## config.mk

```make
export PLATFORM = sky130hd
export DESIGN_NAME = reg_bank_sb_flat
export DESIGN_NICKNAME = d
export VERILOG_FILES = /design/src/rtl/reg_bank_sb_pkg.sv /design/src/rtl/reg_bank_sb_if.sv /design/src/rtl/mux_32to1.sv /design/src/rtl/reg_bank_sb_scoreboard.sv /design/src/rtl/reg_bank_sb.sv /design/src/flat_wrapper.sv
export SDC_FILE = /design/constraint.sdc
export NUM_CORES = 2
export LEC_CHECK = 0
export CAP_MARGIN = 20
export CORE_UTILIZATION = 45
export CTS_CLUSTER_DIAMETER = 120
export CTS_CLUSTER_SIZE = 16
export DETAILED_ROUTE_END_ITERATION = 7
export HOLD_SLACK_MARGIN = 0.05
export PLACE_DENSITY = 0.7
export SLEW_MARGIN = 40
export SYNTH_ARGS = -nofsm -noshare
export SYNTH_HDL_FRONTEND = slang
export SYNTH_SLANG_ARGS = --single-unit
```

## constraint.sdc

```tcl
create_clock -name clk -period 3.35 [get_ports clk]
set_input_delay 0.67 -clock clk [delete_from_list [all_inputs] [get_ports clk]]
set_output_delay 0.67 -clock clk [all_outputs]
set_load 0.05 [all_outputs]
```

## src/rtl/reg_bank_sb_pkg.sv

```systemverilog
// Shared RV32 register-file types and constants.
// Imported by the bank, its interface, scoreboard and read muxes.
package riscv_pkg;

  localparam int XLEN     = 32;
  localparam int REG_AW   = 5;
  localparam int NUM_REGS = 2 ** REG_AW;

  typedef logic [REG_AW-1:0] reg_idx_t;
  typedef logic [XLEN-1:0]   xword_t;

  localparam reg_idx_t ZERO_REG = '0;

endpackage

```

## src/rtl/reg_bank_sb_if.sv

```systemverilog
// Register bank bus: two read ports, writeback, issue and scoreboard status.
// master = decode/writeback side, slave = register bank.
interface reg_bank_sb_if;
  import riscv_pkg::*;

  reg_idx_t rs1_addr;
  reg_idx_t rs2_addr;
  logic     rs1_used;
  logic     rs2_used;
  xword_t   rs1_data;
  xword_t   rs2_data;

  logic     wr_en;
  reg_idx_t wr_addr;
  xword_t   wr_data;
  logic     wr_clr_busy;

  logic     issue_en;
  reg_idx_t issue_rd;
  logic     issue_long;

  logic                stall;
  logic [NUM_REGS-1:0] busy_vec;

  modport master (
    output rs1_addr, rs2_addr, rs1_used, rs2_used,
    output wr_en, wr_addr, wr_data, wr_clr_busy,
    output issue_en, issue_rd, issue_long,
    input  rs1_data, rs2_data, stall, busy_vec
  );

  modport slave (
    input  rs1_addr, rs2_addr, rs1_used, rs2_used,
    input  wr_en, wr_addr, wr_data, wr_clr_busy,
    input  issue_en, issue_rd, issue_long,
    output rs1_data, rs2_data, stall, busy_vec
  );

endinterface

```

## src/rtl/mux_32to1.sv

```systemverilog
// 32-way word selector used for each register read port.
// Ports: din (32 packed words), sel (index), dout (selected word).
module mux_32to1 #(
  parameter int W = 32
) (
  input  logic [31:0][W-1:0] din,
  input  logic [4:0]         sel,
  output logic [W-1:0]       dout
);

  assign dout = din[sel];

endmodule

```

## src/rtl/reg_bank_sb_scoreboard.sv

```systemverilog
// Per-register busy scoreboard and RAW/WAW stall generation.
// Ports: read/issue/writeback qualifiers in, stall and busy_vec out.
// REG_BYPASS_EN: busy bits being cleared this cycle are masked from stall.
module reg_scoreboard
  import riscv_pkg::*;
(
  input  logic                clk,
  input  logic                rst,
  input  reg_idx_t            rs1_addr,
  input  reg_idx_t            rs2_addr,
  input  logic                rs1_used,
  input  logic                rs2_used,
  input  logic                wr_en,
  input  reg_idx_t            wr_addr,
  input  logic                wr_clr_busy,
  input  logic                issue_en,
  input  reg_idx_t            issue_rd,
  input  logic                issue_long,
  output logic                stall,
  output logic [NUM_REGS-1:0] busy_vec
);

  localparam logic [NUM_REGS-1:0] X0_MASK =
    {{(NUM_REGS-1){1'b1}}, 1'b0};

  logic [NUM_REGS-1:0] busy_q;
  logic [NUM_REGS-1:0] busy_eff;
  logic [NUM_REGS-1:0] clr_mask;
  logic [NUM_REGS-1:0] set_mask;
  logic                fire;

  always_comb begin
    clr_mask = '0;
    if (wr_en && wr_clr_busy)
      clr_mask[wr_addr] = 1'b1;
  end

`ifdef REG_BYPASS_EN
  assign busy_eff = busy_q & ~clr_mask;
`else
  assign busy_eff = busy_q;
`endif

  assign stall = (rs1_used && busy_eff[rs1_addr])
               | (rs2_used && busy_eff[rs2_addr])
               | (issue_en && busy_eff[issue_rd]);

  assign fire = issue_en && !stall;

  always_comb begin
    set_mask = '0;
    if (fire && issue_long && issue_rd != ZERO_REG)
      set_mask[issue_rd] = 1'b1;
  end

  // Set applied after clear: a new producer outranks the old one.
  always_ff @(posedge clk) begin
    if (rst)
      busy_q <= '0;
    else
      busy_q <= ((busy_q & ~clr_mask) | set_mask) & X0_MASK;
  end

  assign busy_vec = busy_q;

endmodule

```

## src/rtl/reg_bank_sb.sv

```systemverilog
// 32 x XLEN register bank with 2 read ports, 1 write port, busy scoreboard.
// Ports: clk, rst (sync, active high), bus (reg_bank_sb_if.slave).
// REG_BYPASS_EN: same-cycle write-to-read forwarding and stall release.
module reg_bank_sb
  import riscv_pkg::*;
(
  input  logic         clk,
  input  logic         rst,
  reg_bank_sb_if.slave bus
);

  xword_t regs_q [NUM_REGS];

  logic [NUM_REGS-1:0][XLEN-1:0] rf;
  xword_t rd1;
  xword_t rd2;

  always_ff @(posedge clk) begin
    if (rst) begin
      for (int i = 0; i < NUM_REGS; i++)
        regs_q[i] <= '0;
    end else if (bus.wr_en && bus.wr_addr != ZERO_REG) begin
      regs_q[bus.wr_addr] <= bus.wr_data;
    end
  end

  // x0 is tied off here so the muxes never see stored state for it.
  always_comb begin
    rf[0] = '0;
    for (int i = 1; i < NUM_REGS; i++)
      rf[i] = regs_q[i];
  end

  mux_32to1 #(.W(XLEN)) u_mux1 (
    .din  (rf),
    .sel  (bus.rs1_addr),
    .dout (rd1)
  );

  mux_32to1 #(.W(XLEN)) u_mux2 (
    .din  (rf),
    .sel  (bus.rs2_addr),
    .dout (rd2)
  );

`ifdef REG_BYPASS_EN
  logic fwd1;
  logic fwd2;

  assign fwd1 = bus.wr_en
             && bus.wr_addr != ZERO_REG
             && bus.wr_addr == bus.rs1_addr;
  assign fwd2 = bus.wr_en
             && bus.wr_addr != ZERO_REG
             && bus.wr_addr == bus.rs2_addr;

  assign bus.rs1_data = fwd1 ? bus.wr_data : rd1;
  assign bus.rs2_data = fwd2 ? bus.wr_data : rd2;
`else
  assign bus.rs1_data = rd1;
  assign bus.rs2_data = rd2;
`endif

  reg_scoreboard u_sb (
    .clk         (clk),
    .rst         (rst),
    .rs1_addr    (bus.rs1_addr),
    .rs2_addr    (bus.rs2_addr),
    .rs1_used    (bus.rs1_used),
    .rs2_used    (bus.rs2_used),
    .wr_en       (bus.wr_en),
    .wr_addr     (bus.wr_addr),
    .wr_clr_busy (bus.wr_clr_busy),
    .issue_en    (bus.issue_en),
    .issue_rd    (bus.issue_rd),
    .issue_long  (bus.issue_long),
    .stall       (bus.stall),
    .busy_vec    (bus.busy_vec)
  );

endmodule

```

## src/flat_wrapper.sv

```systemverilog
// flat-port wrapper written by rule: the top's interface ports become plain ports
module reg_bank_sb_flat import riscv_pkg::*;
  (clk, rst, bus_rs1_addr, bus_rs2_addr, bus_rs1_used, bus_rs2_used, bus_wr_en, bus_wr_addr, bus_wr_data, bus_wr_clr_busy, bus_issue_en, bus_issue_rd, bus_issue_long, bus_rs1_data, bus_rs2_data, bus_stall, bus_busy_vec);
  reg_bank_sb_if bus_i ();
  input  logic clk;
  input  logic rst;
  input wire logic [$bits(bus_i.rs1_addr)-1:0] bus_rs1_addr;
  input wire logic [$bits(bus_i.rs2_addr)-1:0] bus_rs2_addr;
  input wire logic [$bits(bus_i.rs1_used)-1:0] bus_rs1_used;
  input wire logic [$bits(bus_i.rs2_used)-1:0] bus_rs2_used;
  input wire logic [$bits(bus_i.wr_en)-1:0] bus_wr_en;
  input wire logic [$bits(bus_i.wr_addr)-1:0] bus_wr_addr;
  input wire logic [$bits(bus_i.wr_data)-1:0] bus_wr_data;
  input wire logic [$bits(bus_i.wr_clr_busy)-1:0] bus_wr_clr_busy;
  input wire logic [$bits(bus_i.issue_en)-1:0] bus_issue_en;
  input wire logic [$bits(bus_i.issue_rd)-1:0] bus_issue_rd;
  input wire logic [$bits(bus_i.issue_long)-1:0] bus_issue_long;
  output wire logic [$bits(bus_i.rs1_data)-1:0] bus_rs1_data;
  output wire logic [$bits(bus_i.rs2_data)-1:0] bus_rs2_data;
  output wire logic [$bits(bus_i.stall)-1:0] bus_stall;
  output wire logic [$bits(bus_i.busy_vec)-1:0] bus_busy_vec;
  assign bus_i.rs1_addr = bus_rs1_addr;
  assign bus_i.rs2_addr = bus_rs2_addr;
  assign bus_i.rs1_used = bus_rs1_used;
  assign bus_i.rs2_used = bus_rs2_used;
  assign bus_i.wr_en = bus_wr_en;
  assign bus_i.wr_addr = bus_wr_addr;
  assign bus_i.wr_data = bus_wr_data;
  assign bus_i.wr_clr_busy = bus_wr_clr_busy;
  assign bus_i.issue_en = bus_issue_en;
  assign bus_i.issue_rd = bus_issue_rd;
  assign bus_i.issue_long = bus_issue_long;
  assign bus_rs1_data = bus_i.rs1_data;
  assign bus_rs2_data = bus_i.rs2_data;
  assign bus_stall = bus_i.stall;
  assign bus_busy_vec = bus_i.busy_vec;
  reg_bank_sb u_core (.clk(clk), .rst(rst), .bus(bus_i));
endmodule
```

# ---- Yosys cells after proc, flatten, opt, wreduce, memory -nomap -nowiden
# Memory sizes are Yosys's and may differ from the RTL's.
# Index checks and enable logic that the tools add are counted.
dict set report totals {
  ff_bits 32
  ram_bits 1024
  in_bits 60
  output_inout_bits 97
  word_cells 52
  memories 1
}
# memory words word_bits read_ports rd_clocked_by_memory_dff write_ports line_no
set memory_table {}
lappend memory_table {u_core.regs_q 32 32 31 0 32 reg_bank_sb.sv:12} ;# xword_t regs_q [NUM_REGS];
dict set report op_classes {
  order_cmp 6
  n_mux 24
  bitwise_logic 5
  n_reduce_logical 14
}
# op n
set ops {}
lappend ops {{32-bit binary-select mux with 5-bit select} 2}
lappend ops {{32-bit 2-to-1 mux} 5}
lappend ops {{32-bit bitwise AND} 1}
lappend ops {{32-bit inverter} 1}
lappend ops {{32-bit bitwise OR} 1}
lappend ops {{32-bit OR reduction} 1}
lappend ops {{5-bit by 6-bit < comparator with 1-bit output (second input constant)} 4}
lappend ops {{1-bit binary-select mux with 5-bit select} 3}
lappend ops {{1-bit 2-to-1 mux} 11}
lappend ops {{1-bit demux with 5-bit select} 2}
lappend ops {{5-bit by 1-bit >= comparator with 1-bit output (second input constant)} 2}
lappend ops {{1-bit logical AND} 10}
lappend ops {{5-bit nonzero test} 2}
lappend ops {{5-bit 2-to-1 mux} 1}
lappend ops {{1-bit bitwise OR} 2}
lappend ops {{1-bit logical NOT} 1}

# ---- Longest topological paths before layout
dict set report logic_depth {
  ltp_word 11
  depth_mapped 9
  ltp_nobuf 6
}

# ---- Cells and area by module
# Synthesis repeated with hierarchy kept, for this count alone.
dict set report hier_totals {
  cells_unflattened 4974
  area_unflattened_um2 57749.1
}
# module instances cells_each area_each_um2 seq_area_each_um2
set modules_own_cells {}
lappend modules_own_cells {reg_bank_sb 1 2359 37235.7 29788.6}
lappend modules_own_cells {mux_32to1 2 1158 8887.3 0.0}
lappend modules_own_cells {reg_scoreboard 1 299 2738.9 620.6}

# ---- Worst setup path before layout
# OpenSTA, ideal clock, no wires.
dict set report synth_path {
  path_kind {input-to-output}
  from {input port bus_rs2_addr[0]}
  to {output port bus_rs2_data[10]}
  arrival_ps 2849
  required_ps 2680
  setup_slack_ps -169
  stages 6
  path_buffers 3
  cell_sequence {buf_6 > buf_6 > buf_1 > mux4_2 > mux4_2 > mux2_2}
}
dict set report synth_between {
  elab_chain_len 2
}
# element line_no
set synth_lines {}
lappend synth_lines {{start: declaration} flat_wrapper.sv:8} ;# input wire logic [$bits(bus_i.rs2_addr)-1:0] bus_rs2_addr;
lappend synth_lines {{32-bit binary-select mux with 5-bit select} mux_32to1.sv:11} ;# assign dout = din[sel];
lappend synth_lines {{32-bit 2-to-1 mux (not written as such)} mux_32to1.sv:11}
lappend synth_lines {{end: declaration} flat_wrapper.sv:19} ;# output wire logic [$bits(bus_i.rs2_data)-1:0] bus_rs2_data;
# Every way passes these cells. The select of a mux whose other input is x is not followed.

# ---- Worst setup path in the final report
dict set report layout_path {
  from {input port bus_rs1_addr[0]}
  to {output port bus_rs1_data[22]}
}
dict set report layout_between {
  elab_chain_len 2
}
# element line_no
set layout_lines {}
lappend layout_lines {{start: declaration} flat_wrapper.sv:7} ;# input wire logic [$bits(bus_i.rs1_addr)-1:0] bus_rs1_addr;
lappend layout_lines {{32-bit binary-select mux with 5-bit select} mux_32to1.sv:11}
lappend layout_lines {{32-bit 2-to-1 mux (not written as such)} mux_32to1.sv:11}
lappend layout_lines {{end: declaration} flat_wrapper.sv:18} ;# output wire logic [$bits(bus_i.rs1_data)-1:0] bus_rs1_data;
# Every way passes these cells. The select of a mux whose other input is x is not followed.

==> results.py <==
metrics = {
    "run_status": {
        "outcome": "finished with violations",
        "violations": "setup timing",
    },
    "grt": {
        "grt_first_pass_wirelength_microns": 265600,
        "grt.overflow.total": 0,
        "antenna_found_initial": 8,
        "grt_pass1_vias": 35760,
        "grt_usage": 0.3024,
        "grt_max_degree": 37,
    },
    "synth": {
        "netlist_area_sq_um": 55210,
        "ys.flop_type": "edfxtp_1",
        "ys_seq_area_frac": 0.5508,
        "ys_types": 49,
        "synth_largest_area_cell": "edfxtp_1",
        "synth_warnings": 0,
        "synth-edff-count": 992,
        "synthesis.instances": 3444,
        "synthTopCellsByArea": "edfxtp_1, mux4_2, and2_1",
        "avgSynthCellArea_sq_um": 16.03,
        "async_flop_share": 0,
        "synth-seq-cells": 1023,
        "synth_top_area_frac": 0.5395,
        "syn-num-nets": 3504,
    },
    "detailed_routing": {
        "firstDrtPassIters": 5,
        "met2WireLength_microns": 88460,
        "drt_iter0_markers": 5062,
        "viasPerCell": 6.656,
        "vias": 35380,
        "route.met3.wl_microns": 22750,
        "wl_per_cell_microns": 35.51,
        "wl_met1_microns": 66370,
        "drt-total-wl_microns": 188800,
        "drtAntennaViolNets": 0,
        "drc_errors": 0,
        "top_layer": "met5",
    },
    "clock_network": {
        "cts_tree": "done",
        "cts_buffers": 73,
        "clkLatencyLatePin_ns": 0.66,
        "htreeDepth": 3,
        "root_buffer": "clkbuf_16",
        "clkSinkCount": 1023,
        "clk_pin_slew_ns": 0.07,
        "ctsLongestPathBuffers": 3,
        "cts_hold_buf": 0,
    },
    "timing": {
        "fin_ws_ns": -0.1243,
        "skew_ns": 0.007043,
        "fin_crit_ns": 3.474,
        "rsz0062_at_grt": "yes",
        "setup_violations": 29,
        "tightest_slew_ns": 0.7603,
        "fmax_mhz": 287.8,
        "slew_viol_final": 0,
        "hold_viol": 0,
        "slew-limit-headroom": 0.4931,
        "fin_crit_sh": 1.037,
    },
    "critical_path": {
        "slowest_stage": "nor2b_4",
        "path_cells": "buf_16, buf_12, buf_12, buf_12, nor2b_4, buf_6, a22o_1, mux4_2, mux2_4, buf_8",
        "critPathLaunchType": "input port",
        "crit_top_cell": "buf_12",
        "required_ns": 2.68,
        "crit_fanout": 7,
        "worst_setup_path_end_kind": "output port",
        "critPathKind": "input port to output port",
        "cp.arrival_ns": 2.80,
        "slowest_delay_ns": 0.48,
    },
    "final_layout": {
        "final_cell_mix": "and2_1, edfxtp_1, mux4_2, buf_4, buf_12",
        "instances_no_fill": 5315,
        "post-route-util": 0.5342,
        "regArea_sq_um": 30410,
        "drive_gt1_frac": 0.3682,
        "fill_cells": 9586,
        "fin_nets": 3731,
        "areaGrowthSynthToFinish_pct": 17.78,
        "multi_input_area_sq_um": 23610,
        "fin_area_sq_um": 65030,
        "final_common_cell": "and2_1",
    },
    "hold_path": {
        "hp-class": "register to register",
    },
    "placed_design": {
        "dp.cells": 5172,
        "gp_congestion": 0.9124,
        "place_area_sq_um": 61580,
        "hpwl_microns": 112900,
        "portBuffers": 155,
    },
    "pwr": {
        "finalPower_mw": 28.86,
        "power_leakage_nw": 22.49,
        "peakVddDrop_v": 0.0005529,
        "power_density_nw_per_um2": 443.8,
    },
    "floorplan": {
        "start_util": 0.4536,
        "ios": 157,
        "rows": 128,
        "core_area_sq_um": 121700,
        "die_w_microns": 352.3,
        "die_area_sq_um": 124100,
        "die_y_microns": 352.3,
    },
    "job": {
        "drv_cap": 0,
    },
}
==> stage by stage <==
| step | setup WS [ns] | hold WS [ns] | setup TNS [ns] |
|---|---|---|---|
| after global placement | -0.3144 | 0.5392 | -10.48 |
| after floorplan | -0.01124 | 0.7283 | -0.3597 |
| after detailed placement | -0.2902 | 0.5371 | -11.27 |
| after global routing | -0.1106 | 0.5698 | -1.712 |
| after CTS | -0.1124 | 0.5553 | -1.036 |
| final | -0.1243 | 0.5484 | -1.662 |
==> sequential cells by signal, summed over array words and instances, names as in the netlist <==
name,cells
u_core.regs_q,992
u_core.u_sb.busy_vec,31
==> worst max-delay path, delay by kind of cell <==
family / cells / cell delay [ns]
AO/OA/AOI/OAI: 1 / 0.18
AND/OR/NAND/NOR: 1 / 0.48
multiplexers: 2 / 0.51
buffers and inverters: 6 / 0.93
==> final timing paths <==
kind,start,end,slack [ns],depth (start not counted)
max reg2reg,u_core.u_sb.busy_vec[1],u_core.u_sb.busy_vec[24],1.06,7
min reg2reg,u_core.u_sb.busy_vec[28],u_core.u_sb.busy_vec[28],0.55,2
min,u_core.u_sb.busy_vec[28],u_core.u_sb.busy_vec[28],0.55,2
max,bus_rs1_addr[0],bus_rs1_data[22],-0.12,10
==> layout make-up <==
cell class,count,area share
clock buffer,86,0.02917
sequential,1023,0.4676
antenna,2,0.00007697
clock inverter,6,0.001154
tap,1625,0.03127
multi-input combinational,2040,0.3631
inverter,6,0.0007504
timing repair buffer,526,0.1067
timing repair inverter,1,0.0001347
==> report_power, final <==
| group | switching, mW | internal [mW] |
|---|---|---|
| registers | 0.354 | 14.7 |
| logic | 2.77 | 2.60 |
| clock network | 4.45 | 4.01 |
| total | 7.58 | 21.3 |
==> layer usage <==
layer | up-vias | GRT usage
met1 | 18320 | 0.3900
met2 | 2707 | 0.4743
li1 | 13790 | -
met3 | 557 | 0.07074
met4 | 4 | 0.1665
met5 | - | 0
==> cells in the mapped netlist, types with 2 or more instances <==
cell,number
and3_1,2
buf_1,27
nand4_1,5
a22oi_1,2
buf_2,53
mux2_1,8
o31ai_1,3
or4_1,5
nand2b_1,10
nand2_1,17
inv_1,6
o41ai_1,26
dfxtp_1,31
o21ai_0,22
mux4_2,593
or2_2,32
or3_1,4
and2_1,993
nand3_1,9
buf_6,8
a22o_1,64
nor2_1,34
o21ai_1,4
nor2b_1,34
nand3b_1,13
clkbuf_1,286
o22ai_1,3
mux2_2,131
a221oi_1,3
nor3_1,3
edfxtp_1,992
mux2i_1,4
==> cells by family (layout without fill, tap and decap cells) <==
family,after synthesis,in the layout,synth area share
mux,736,736,0.2710
simple gates,1170,1170,0.1308
other cells,1,3,0.00006792
buf+inv,381,625,0.02826
flops,1023,1023,0.5508
compound gates,133,133,0.01915
==> what timing repair did <==
action / CTS / global route
cloned: 22 / 2
resized for setup: 118 / 43
endpoints found under the setup margin: 64 / 40
setup buffers: 20 / 6
pin swaps: 1 / 15
endpoints found under the hold margin: 0 / 0
Note: power is estimated with default switching activity, not from simulation.
